`src/rtl/tkz_bank_lanes.sv`:
```
// ---------------------------------------------------------------------------
// tkz_bank_lanes
//   Tweakey-Z state bank for the Romulus SKINNY datapath. Holds LANES lanes of
//   LANE_W bits each (W = LANE_W*LANES) and reloads them from the forward or
//   reverted SKINNY tweakey. Also supports a direct parallel load, an in-place
//   block-counter LFSR step over tkz[CTR_W-1:0] and a one-deep shadow register
//   for snapshot/restore/swap.
//
//   Build option: define TKZ_LANE_SERIAL_EN for lane-serial update. In that
//   build one LANE_W-bit mux feeds the lanes, one lane per cycle, driven by a
//   lane pointer. Otherwise all lanes update in the same cycle and busy is 0.
//
// Ports
//   clk               in  1  clock, rising edge
//   rst               in  1  asynchronous reset, active low
//   load              in  1  parallel load strobe (highest priority)
//   load_data         in  W  value for load
//   upd               in  1  start a SKINNY tweakey update
//   enc               in  1  1 = skinny_tkz, 0 = skinny_tkz_revert
//   skinny_tkz        in  W  forward-round tweakey
//   skinny_tkz_revert in  W  inverse-round tweakey
//   ctr_inc           in  1  step the block-counter LFSR once
//   snap              in  1  copy tkz into the shadow register
//   restore           in  1  copy the shadow register into tkz
//   tkz               out W  current state, registered
//   busy              out 1  serial update in progress (0 in parallel build)
//   done              out 1  one-cycle pulse after an update completes
// ---------------------------------------------------------------------------
module tkz_bank_lanes #(
  parameter int                        LANE_W = 32,
  parameter int                        LANES  = 2,
  parameter logic [LANE_W*LANES-1:0]   INIT   = {32'h01000000, 32'h00000000},
  parameter int                        CTR_W  = 56
) (
  input  logic                       clk,
  input  logic                       rst,
  input  logic                       load,
  input  logic [LANE_W*LANES-1:0]    load_data,
  input  logic                       upd,
  input  logic                       enc,
  input  logic [LANE_W*LANES-1:0]    skinny_tkz,
  input  logic [LANE_W*LANES-1:0]    skinny_tkz_revert,
  input  logic                       ctr_inc,
  input  logic                       snap,
  input  logic                       restore,
  output logic [LANE_W*LANES-1:0]    tkz,
  output logic                       busy,
  output logic                       done
);

  localparam int W = LANE_W * LANES;

  // One LFSR step on the counter field; bits above CTR_W pass through.
  // Feedback x^56+x^7+x^4+x^2+1 -> XOR 0x95 when the MSB shifts out.
  // An all-zero counter maps to itself.
  function automatic logic [W-1:0] ctr_step(input logic [W-1:0] v);
    logic [CTR_W-1:0] c;
    logic [W-1:0]     r;
    c = v[CTR_W-1:0];
    if (c[CTR_W-1]) c = (c << 1) ^ CTR_W'(8'h95);
    else            c = c << 1;
    r            = v;
    r[CTR_W-1:0] = c;
    return r;
  endfunction

  logic [W-1:0] tkz_q, tkz_d;
  logic [W-1:0] shadow_q, shadow_d;
  logic         done_q, done_d;

`ifdef TKZ_LANE_SERIAL_EN
  localparam int PTR_W = (LANES > 1) ? $clog2(LANES) : 1;

  logic             busy_q, busy_d;
  logic [PTR_W-1:0] ptr_q, ptr_d;
  logic [LANE_W-1:0] lane_src;
  logic             lane_wr;

  // Single narrow write path: the pointed-to lane of the selected source.
  assign lane_src = enc ? skinny_tkz[int'(ptr_q)*LANE_W +: LANE_W]
                        : skinny_tkz_revert[int'(ptr_q)*LANE_W +: LANE_W];
  // A new upd is accepted only when idle; while busy the sequence continues.
  assign lane_wr  = busy_q | upd;

  always_comb begin
    tkz_d    = tkz_q;
    shadow_d = shadow_q;
    done_d   = 1'b0;
    busy_d   = busy_q;
    ptr_d    = ptr_q;
    if (snap) shadow_d = tkz_q;
    if (load) begin
      tkz_d  = load_data;
      busy_d = 1'b0;
      ptr_d  = '0;
    end else if (restore) begin
      tkz_d  = shadow_q;
      busy_d = 1'b0;
      ptr_d  = '0;
    end else if (lane_wr) begin
      tkz_d[int'(ptr_q)*LANE_W +: LANE_W] = lane_src;
      if (ptr_q == PTR_W'(LANES - 1)) begin
        busy_d = 1'b0;
        ptr_d  = '0;
        done_d = 1'b1;
      end else begin
        busy_d = 1'b1;
        ptr_d  = ptr_q + PTR_W'(1);
      end
    end else if (ctr_inc) begin
      tkz_d = ctr_step(tkz_q);
    end
  end

  always_ff @(posedge clk or negedge rst) begin
    if (!rst) begin
      busy_q <= 1'b0;
      ptr_q  <= '0;
    end else begin
      busy_q <= busy_d;
      ptr_q  <= ptr_d;
    end
  end

  assign busy = busy_q;
`else
  always_comb begin
    tkz_d    = tkz_q;
    shadow_d = shadow_q;
    done_d   = 1'b0;
    if (snap) shadow_d = tkz_q;
    if (load) begin
      tkz_d = load_data;
    end else if (restore) begin
      tkz_d = shadow_q;
    end else if (upd) begin
      tkz_d  = enc ? skinny_tkz : skinny_tkz_revert;
      done_d = 1'b1;
    end else if (ctr_inc) begin
      tkz_d = ctr_step(tkz_q);
    end
  end

  assign busy = 1'b0;
`endif

  // State registers: everything updates on the single rising edge.
  always_ff @(posedge clk or negedge rst) begin
    if (!rst) begin
      tkz_q    <= INIT;
      shadow_q <= INIT;
      done_q   <= 1'b0;
    end else begin
      tkz_q    <= tkz_d;
      shadow_q <= shadow_d;
      done_q   <= done_d;
    end
  end

  assign tkz  = tkz_q;
  assign done = done_q;

endmodule
```
`config.mk`:
```
export PLATFORM = sky130hd
export DESIGN_NAME = tkz_bank_lanes
export DESIGN_NICKNAME = d
export VERILOG_FILES = /design/src/rtl/tkz_bank_lanes.sv
export SDC_FILE = /design/constraint.sdc
export NUM_CORES = 1
export LEC_CHECK = 0
export ABC_AREA = 1
export ABC_CLOCK_PERIOD_IN_PS = 1100
export CAP_MARGIN = 20
export CORE_MARGIN = 2
export CORE_UTILIZATION = 45
export DETAILED_ROUTE_END_ITERATION = 6
export GPL_TIMING_DRIVEN = 0
export PLACE_DENSITY = 0.79
export RECOVER_POWER = 50
export SYNTH_ARGS = -nofsm -noshare
export SYNTH_HDL_FRONTEND = slang
export SYNTH_SLANG_ARGS = --single-unit
```
`constraint.sdc`:
```
create_clock -name clk -period 1.1 [get_ports clk]
set_input_delay 0.33 -clock clk [delete_from_list [all_inputs] [get_ports clk]]
set_output_delay 0.33 -clock clk [all_outputs]
set_load 0.01 [all_outputs]
```
=== Yosys cells after proc, flatten, opt, wreduce, memory -nomap -nowiden ===
Index checks and enable logic that the tools add are counted.

* Word-level logic and storage cells: 16
* Output and inout port bits: 66
* Bits of input ports: 200
* Bits in registers: 129

* Mux-type cells: 9
* Bitwise operators: 1
* Reductions and logical operators: 2

{| class="wikitable"
|+ Operators with widths
! cell !! count
|-
| $mux 64 || 4
|-
| $mux 56 || 1
|-
| $mux 8 || 1
|-
| $not 4->4 || 1
|-
| $reduce_bool 4->1 || 1
|-
| $mux 1 || 3
|-
| $reduce_bool 3->1 || 1
|}

=== Logic depth before layout (Yosys ltp) ===
Gate-level depths: netlist of the first run.

* Word-level depth: 6
* Gate-level depth with buffers: 9
* Gate-level depth less buffers: 8

=== Least setup slack after synthesis of the first run ===
OpenSTA, ideal clock, no wires.

* Path type: input-to-reg
* From: input port restore
* To: register tkz_q[16], in the netlist tkz[16]
* Data arrival time: 1,290 ps
* Stages: 9
* Path buffers: 3
* Setup slack: -307 ps
* Cells stage by stage: buf_2 nor2_4 nand2_4 nor2_4 buf_4 buf_4 nor2_1 nand2_1 nand2_1

* Longest elaborated chain between the ends: 2
* Elaborated cells between the ends (all ways): 3

{| class="wikitable"
|+ Ends and longest elaborated chain
! item !! RTL line !! RTL
|-
| from (decl) || 45 || <nowiki>input logic restore,</nowiki>
|-
| $mux 64 || 134 || <nowiki>end else if (restore) begin</nowiki>
|-
| $mux 64 || 132 || <nowiki>if (load) begin</nowiki>
|-
| to (signal assigned) || 154 || <nowiki>tkz_q <= tkz_d;</nowiki>
|-
| to (decl) || 67 || <nowiki>logic [W-1:0] tkz_q, tkz_d;</nowiki>
|}

Parallel ways exist; a longest one is shown, timed or not.
A chain may end at the register's enable or synchronous reset.

=== Worst setup path after layout of the first run ===
* From: register tkz_q[56], in the netlist tkz[56]
* To: output port tkz[56]

{| class="wikitable"
|+ RTL lines
! item !! RTL line !! RTL
|-
| to (decl) || 46 || <nowiki>output logic [LANE_W*LANES-1:0] tkz,</nowiki>
|}

No word-level cell between the ends.

==> results of run 1 <==
[synthesized netlist by cell type]
cell      number  area (um^2)
buf_2         24          120
o22ai_1        8         50.1
o211ai_1      54          405
buf_1          5         18.8
nand3_1       59          295
inv_1         15         56.3
nor2_4         3         33.8
a21oi_1       76          380
nand2_1      244          916
nor3_1         1         5.00
nor2_1       116          435
dfstp_2        2         52.6
nand2_4        1         11.3
buf_4         10         75.1
conb_1         1         3.75
o21ai_0        1         5.00
or2_2         53          332
o21a_1         7         52.6
o21ai_1        6         30.0
dfrtp_1      127         3180
mux2_2        60          676
inv_2          2         7.51
clkbuf_1      27          101
[layout make-up]
cell class,count,area share
Clock inverter,4,0.00590
Multi-Input combinational cell,690,0.319
Inverter,17,0.00685
Buffer,61,0.0403
Sequential cell,129,0.272
Tap cell,216,0.0227
Clock buffer,28,0.0452
Timing Repair Buffer,363,0.288
[routing by layer]
| metal | up-vias | GRT usage |
|---|---|---|
| li1 | 3759 | - |
| met1 | 3813 | 0.376 |
| met2 | 370 | 0.529 |
| met3 | 47 | 0.0827 |
| met4 | 2 | 0.0989 |
| met5 | - | 0 |
[path summary, 6_finish.rpt]
kind	slack [ns]	cells past startpoint	end	startpoint
max	-0.29	1	tkz[56]	tkz[56]
min	0.08	1	tkz[58]	rst
max reg2reg	-0.05	9	tkz[2]	tkz[55]
min reg2reg	0.51	1	shadow_q[38]	shadow_q[38]
max in group asynchronous	0.15	2	tkz[4]	rst
min in group clk	0.21	3	done	upd
[stage by stage]
step                      hold WS (ns)  cell area [um^2]  TNS [ns]  std cells  utilization
final                           0.0754             11900    -12.12       1508        0.751
after global routing             0.148             11900    -15.45       1508        0.751
after global placement           0.489             10300   -788.75       1379        0.648
after CTS                      -0.0775             11500    -12.35       1488        0.727
after detailed placement         0.367             10300    -89.39       1380        0.650
after floorplan                 0.0344              7370    -13.70        902            -
[sequential cells by signal, summed over array words and instances (netlist names)]
| register | flops |
|---|---|
| tkz | 64 |
| done | 1 |
| shadow_q | 64 |
[placed cells by master (no fill, tap or decap), types with 2 or more instances in the layout]
cell type          n
a21oi_1           76
buf_12             6
buf_2             42
buf_4             96
buf_6             47
buf_8              8
bufinv_16          2
clkbuf_1          10
clkbuf_16         18
clkbuf_2          10
clkbuf_4          11
clkbuf_8           9
clkdlybuf4s50_1  191
clkinv_2           2
dfrtp_1          126
dfstp_2            2
inv_1             10
inv_2              2
inv_4              4
mux2_2            47
mux2_4            13
nand2_1          235
nand2_2            7
nand2_4            2
nand3_1           54
nand3_2            5
nor2_1           110
nor2_4             8
o211ai_1          54
o21a_1             7
o21ai_1            6
o22ai_1            8
or2_2             52
[repair_timing]
action / 4_1_cts / 5_1_grt
gates cloned: 4 / 1
setup endpoints to repair: 130 / 112
resized for setup: 351 / 84
buffers inserted: 73 / 29
endpoints found under the hold margin: 62 / 62
pin swaps: 8 / 38
[power groups by stage]
stage | sequential [mW] | combinational, mW | clock (mW)
2_1_floorplan | 6.07 | 1.57 | 0
5_1_grt | 5.99 | 4.75 | 6.04
4_1_cts | 5.87 | 4.06 | 5.82
3_3_place_gp | 6.04 | 3.46 | 0
3_5_place_dp | 6.07 | 3.54 | 0
6_report | 5.92 | 4.41 | 5.77
[cell families (layout without fill, tap and decap cells)]
logic type | count (synthesis) | after routing | share of synthesized area
AOI/OAI and AO/OA | 152 | 152 | 0.128
other | 1 | 1 | 0.000518
DFF | 129 | 129 | 0.446
and+or+nand+nor | 477 | 477 | 0.280
muxes | 60 | 60 | 0.0933
buffers and inverters | 83 | 473 | 0.0524
==> results.md, run 1 <==
- Outcome: finished with violations
- Failing checks: design-rule violations, negative setup slack
- Chip width: 131 um
- Die ar.: 17100 um^2
- CTS clk-pin slew, worst paths: 0.05 ns
- Drt first pass iters: 7
- Fillers: 1160
- Seq cells post-synth: 129
- Die height: 131 um
- YS warnings: 0
- Worst slew pin tran: 0.942 ns
- Worst Setup Slack, final: -0.287 ns
- Root buffer cell: clkbuf_16
- Worst-skew pair later-pin latency: 0.42 ns
- Final net count: 1479
- Num rows: 46
- Comb power frac: 0.274
- Switching share of power: 0.273
- CP Capture Type: output port
- Critical Path, Cell by Cell: buf_6
- Crit path largest cell delay: 0.54 ns
- Synth Cell Area: 7240 um^2
- Multi-input gate area: 3790 um^2
- Wire per inst: 18.0 um
- Endpoints failing hold: 0
- Final Setup Violations: 77
- Max Cap Viol: 0
- Routability Congestion: 0.834
- HP Class: in -> async
- Routed vias: 7991
- Num CTS Buffers: 17
- Largest net degree at the start of global routing: 66
- Peak VDD IR: 0.00118 V
- Met3 wire length: 2330 um
- Total track usage: 0.307
- Netlist cell types: 23
- WL final: 27100 um
- Power share of the clock group: 0.358
- FF/Latch Area: 3230 um^2
- Post-DRT Antenna Nets: 0
- Met2 Wirelength: 13300 um
- Layout cell share with drive strength beyond 1: 0.310
- CTS tree: yes
- Worst EP arrival: 1.06 ns
- Vias in the first global route: 7799
- Layout Skew: 0.00639 ns
- Port Buf Inserts: 261
- Final Critical Period: 1.39 ns
- I/O pins: 266
- Initial antenna violation count: 1
- Initial core utilization: 0.457
- Post-Place Setup Slack: -1.22 ns
- Crit Path Max Fanout: 2
- Flop pwr share: 0.368
- Int Power: 11.7 mW
- Longest Clk Path Bufs: 2
- H-tree depth: 4
- Max-slew violations: 0
- Pwr Density: 1360 nW/um^2
- DRC viols: 1
- Lkg Pwr: 5.38 nW
- Antenna Cells: 0
- Setup CP Type: reg -> out
- Met1 WL: 10800 um
- First-pass GRT wire length: 40000 um
- Max layer used: met5
- Crit start category: register
- Vias/cell: 5.30
- Max-Slew Margin vs Limit: 0.372
- Core ar.: 15800 um^2
- DRT iter0 DRCs: 616
- Share of the yosys chip area belonging to registers: 0.446
- RSZ-0062 raised after global routing: yes
- Post-synthesis cell count: 902
- Fin crit share: 1.26
- Layout area overhead: 64.1%
- Maximum clock rate: 721 MHz
- Worst path bufs/invs: 1
- DP HPWL: 18000 um
- CP Data Required Time: 0.77 ns
- TritonCTS Sinks: 129
- Delay-heaviest family, CP: flip-flops
- Post-synth net total: 1102
- Total power: 16.1 mW
- GRT overflow: 0
- Crit-path slowest cell: dfstp_2
- Syn avg cell area: 8.03 um^2
- Switching power of the nets: 4.39 mW
No activity file was read; power rests on OpenSTA's default activity.
==> inputs of run 2 (changes only) <==
--- a/config.mk
+++ b/config.mk
@@ -6,7 +6,7 @@
 export NUM_CORES = 1
 export LEC_CHECK = 0
 export ABC_AREA = 1
-export ABC_CLOCK_PERIOD_IN_PS = 1100
+export ABC_CLOCK_PERIOD_IN_PS = 1300
 export CAP_MARGIN = 20
 export CORE_MARGIN = 2
 export CORE_UTILIZATION = 45
==> constraint.sdc (replaced) <==
create_clock -name clk -period 1.3 [get_ports clk]
set_input_delay 0.39 -clock clk [delete_from_list [all_inputs] [get_ports clk]]
set_output_delay 0.39 -clock clk [all_outputs]
set_load 0.01 [all_outputs]
==> run 2 against run 1 <==
  * Cell area down 3.0%
  * Sequential cell count unchanged
  * The run ends with negative setup slack left
  * Hold slack better by 0.33 ns
  * Count of clock-buffer cells in the layout down 9
  * Combinational power down 20%
  * Die area unchanged
  * Global-route usage down 0.79 points
  * Setup slack better by 0.15 ns
  * Largest power group is now clock
==> results.md, run 2 (same netlist as run 1, synthesis figures left out) <==
- CTS tree: yes
- Worst slew pin tran: 0.561 ns (-0.381 ns)
- Chip width: 131 um (unchanged)
- Fin crit share: 1.11
- TritonCTS Sinks: 129 (unchanged)
- Num rows: 46 (unchanged)
- Layout Skew: 0.00667 ns (+0.000283 ns)
- Layout cell share with drive strength beyond 1: 0.286 (-0.0233)
- Post-DRT Antenna Nets: 0 (unchanged)
- Worst EP arrival: 1.05 ns (about the same)
- Crit Path Max Fanout: 2 (unchanged)
- Vias in the first global route: 7490 (-4.0%)
- Initial core utilization: 0.457 (unchanged)
- H-tree depth: 4 (unchanged)
- DRC viols: 0 (-1)
- Global-route track usage on met2: 0.499 (-0.0300)
- RSZ-0062 raised after global routing: yes
- Max-Slew Margin vs Limit: 0.626 (+0.254)
- Fillers: 1225 (+5.6%)
- Worst-skew pair later-pin latency: 0.42 ns (about the same)
- Total track usage: 0.299 (-0.00791)
- Lkg Pwr: 5.18 nW (-3.8%)
- Maximum clock rate: 695 MHz
- WL final: 26500 um (-2.3%)
- Final Critical Period: 1.44 ns
- Worst path bufs/invs: 1 (unchanged)
- Initial antenna violation count: 0 (-1)
- CTS clk-pin slew, worst paths: 0.06 ns (about the same)
- DP HPWL: 17600 um (-2.2%)
- Outcome: finished with violations
- Placed Instances: 1380 (unchanged)
- FF/Latch Area: 3230 um^2 (about the same)
- Endpoints failing hold: 0 (unchanged)
- Most frequent cells in the layout: nand2_1, clkdlybuf4s50_1, dfrtp_1
- Routability Congestion: 0.833 (-0.11%)
- I/O pins: 266 (unchanged)
- Final Setup Violations: 79 (+2.6%)
- Routed vias: 7992 (+0.013%)
- Final cell count without fillers: 1505 (-0.20%)
- Antenna Cells: 0 (unchanged)
- Root buffer cell: clkbuf_16
- Worst path depth: 1 (unchanged)
- Num CTS Buffers: 17 (unchanged)
- First-pass GRT wire length: 39200 um (-1.9%)
- CP Capture Type: output port
- Reg2reg path depth: 10 (+1)
- Largest net degree at the start of global routing: 84 (+27%)
- Die ar.: 17100 um^2 (unchanged)
- WHS Path Cells: 3
- Port Buf Inserts: 261 (unchanged)
- CP Data Required Time: 0.91 ns (+0.14 ns)
- Failing checks: negative setup slack
- Core ar.: 15800 um^2 (unchanged)
- Delay-heaviest family, CP: flip-flops
- Crit-path slowest cell: dfstp_2
- DRT iter0 DRCs: 530 (-14%)
- Global route hottest layer: met2
- HP Class: in -> reg
- Layout area overhead: 59.2%
- Peak VDD IR: 0.000974 V (-18%)
- Multi-input gate area: 3640 um^2 (-3.9%)
- Max Cap Viol: 0 (unchanged)
- Pwr Density: 1180 nW/um^2 (-13%)
- Crit start category: register
- Commonest non-fill, non-tap cell in the layout: nand2_1
- Drt first pass iters: 5 (-2)
- Max-slew violations: 0 (unchanged)
- Die height: 131 um (unchanged)
- Vias/cell: 5.31 (+0.21%)
- Final net count: 1476 (-0.20%)
- Critical Path, Cell by Cell: buf_6
- Setup CP Type: reg -> out
- Worst Setup Slack, final: -0.139 ns (+0.148 ns)
- TNS Setup: -2.65 ns (+9.47 ns)
- Wire per inst: 17.6 um (-2.1%)
- Met1 Usage GRT: 0.380 (+0.00383)
- Longest Clk Path Bufs: 2 (unchanged)
- GRT overflow: 0 (unchanged)
- Crit path largest cell delay: 0.53 ns (about the same)
- M3 GR Usage: 0.0761 (-0.00651)
## run 2: per-layer routing
layer | wire [um] | share of wire
met2 | 12800 | 0.48
met4 | 760 | 0.029
met5 | 0 | 0
met1 | 10900 | 0.41
met3 | 1980 | 0.075
## run 2: power breakdown
group          switching (mW)  internal [mW]
Clock                    1.84           3.26
Combinational            1.56           1.96
Sequential              0.364           4.62
Total                    3.77           9.84
## run 2: repair_timing
| action | 4_1_cts | 5_1_grt |
|---|---|---|
| setup endpoints to repair | 129 | 208 |
| cloned | 1 | 2 |
| pin swaps | 3 | 5 |
| endpoints found under the hold margin | 44 | 0 |
| buffers inserted | 67 | 23 |
| hold buffers | 1 | 0 |
| resized for setup | 321 | 31 |
## run 2: through the flow
stage	setup WS [ns]	power, mW	instance area, um^2	utilization	hold WS, ns
final	-0.139	13.6	11500	0.728	0.401
after global routing	-0.173	14.2	11500	0.728	0.402
after CTS	-0.154	13.4	11200	0.707	0.371
after detailed placement	-1.13	8.06	10200	0.644	0.352
after global placement	-5.28	7.97	10200	0.642	0.489
after floorplan	-0.128	6.40	7280	-	0.0944
## run 2: layout make-up
cell class,count,share of cell area
sequential,129,0.280
tap,216,0.0234
clock inverter,13,0.0162
inverter,17,0.00608
buffer,65,0.0364
multi-input combinational,690,0.316
timing repair buffer,356,0.283
clock buffer,19,0.0384
## run 2: final timing paths
path	start	to	slack, ns
max reg2reg	tkz[1]	tkz[2]	0.02
max in group asynchronous	rst	tkz[28]	0.15
min in group asynchronous	rst	shadow_q[50]	0.48
min	upd	done	0.40
min reg2reg	shadow_q[36]	shadow_q[36]	0.51
max	tkz[56]	tkz[56]	-0.14
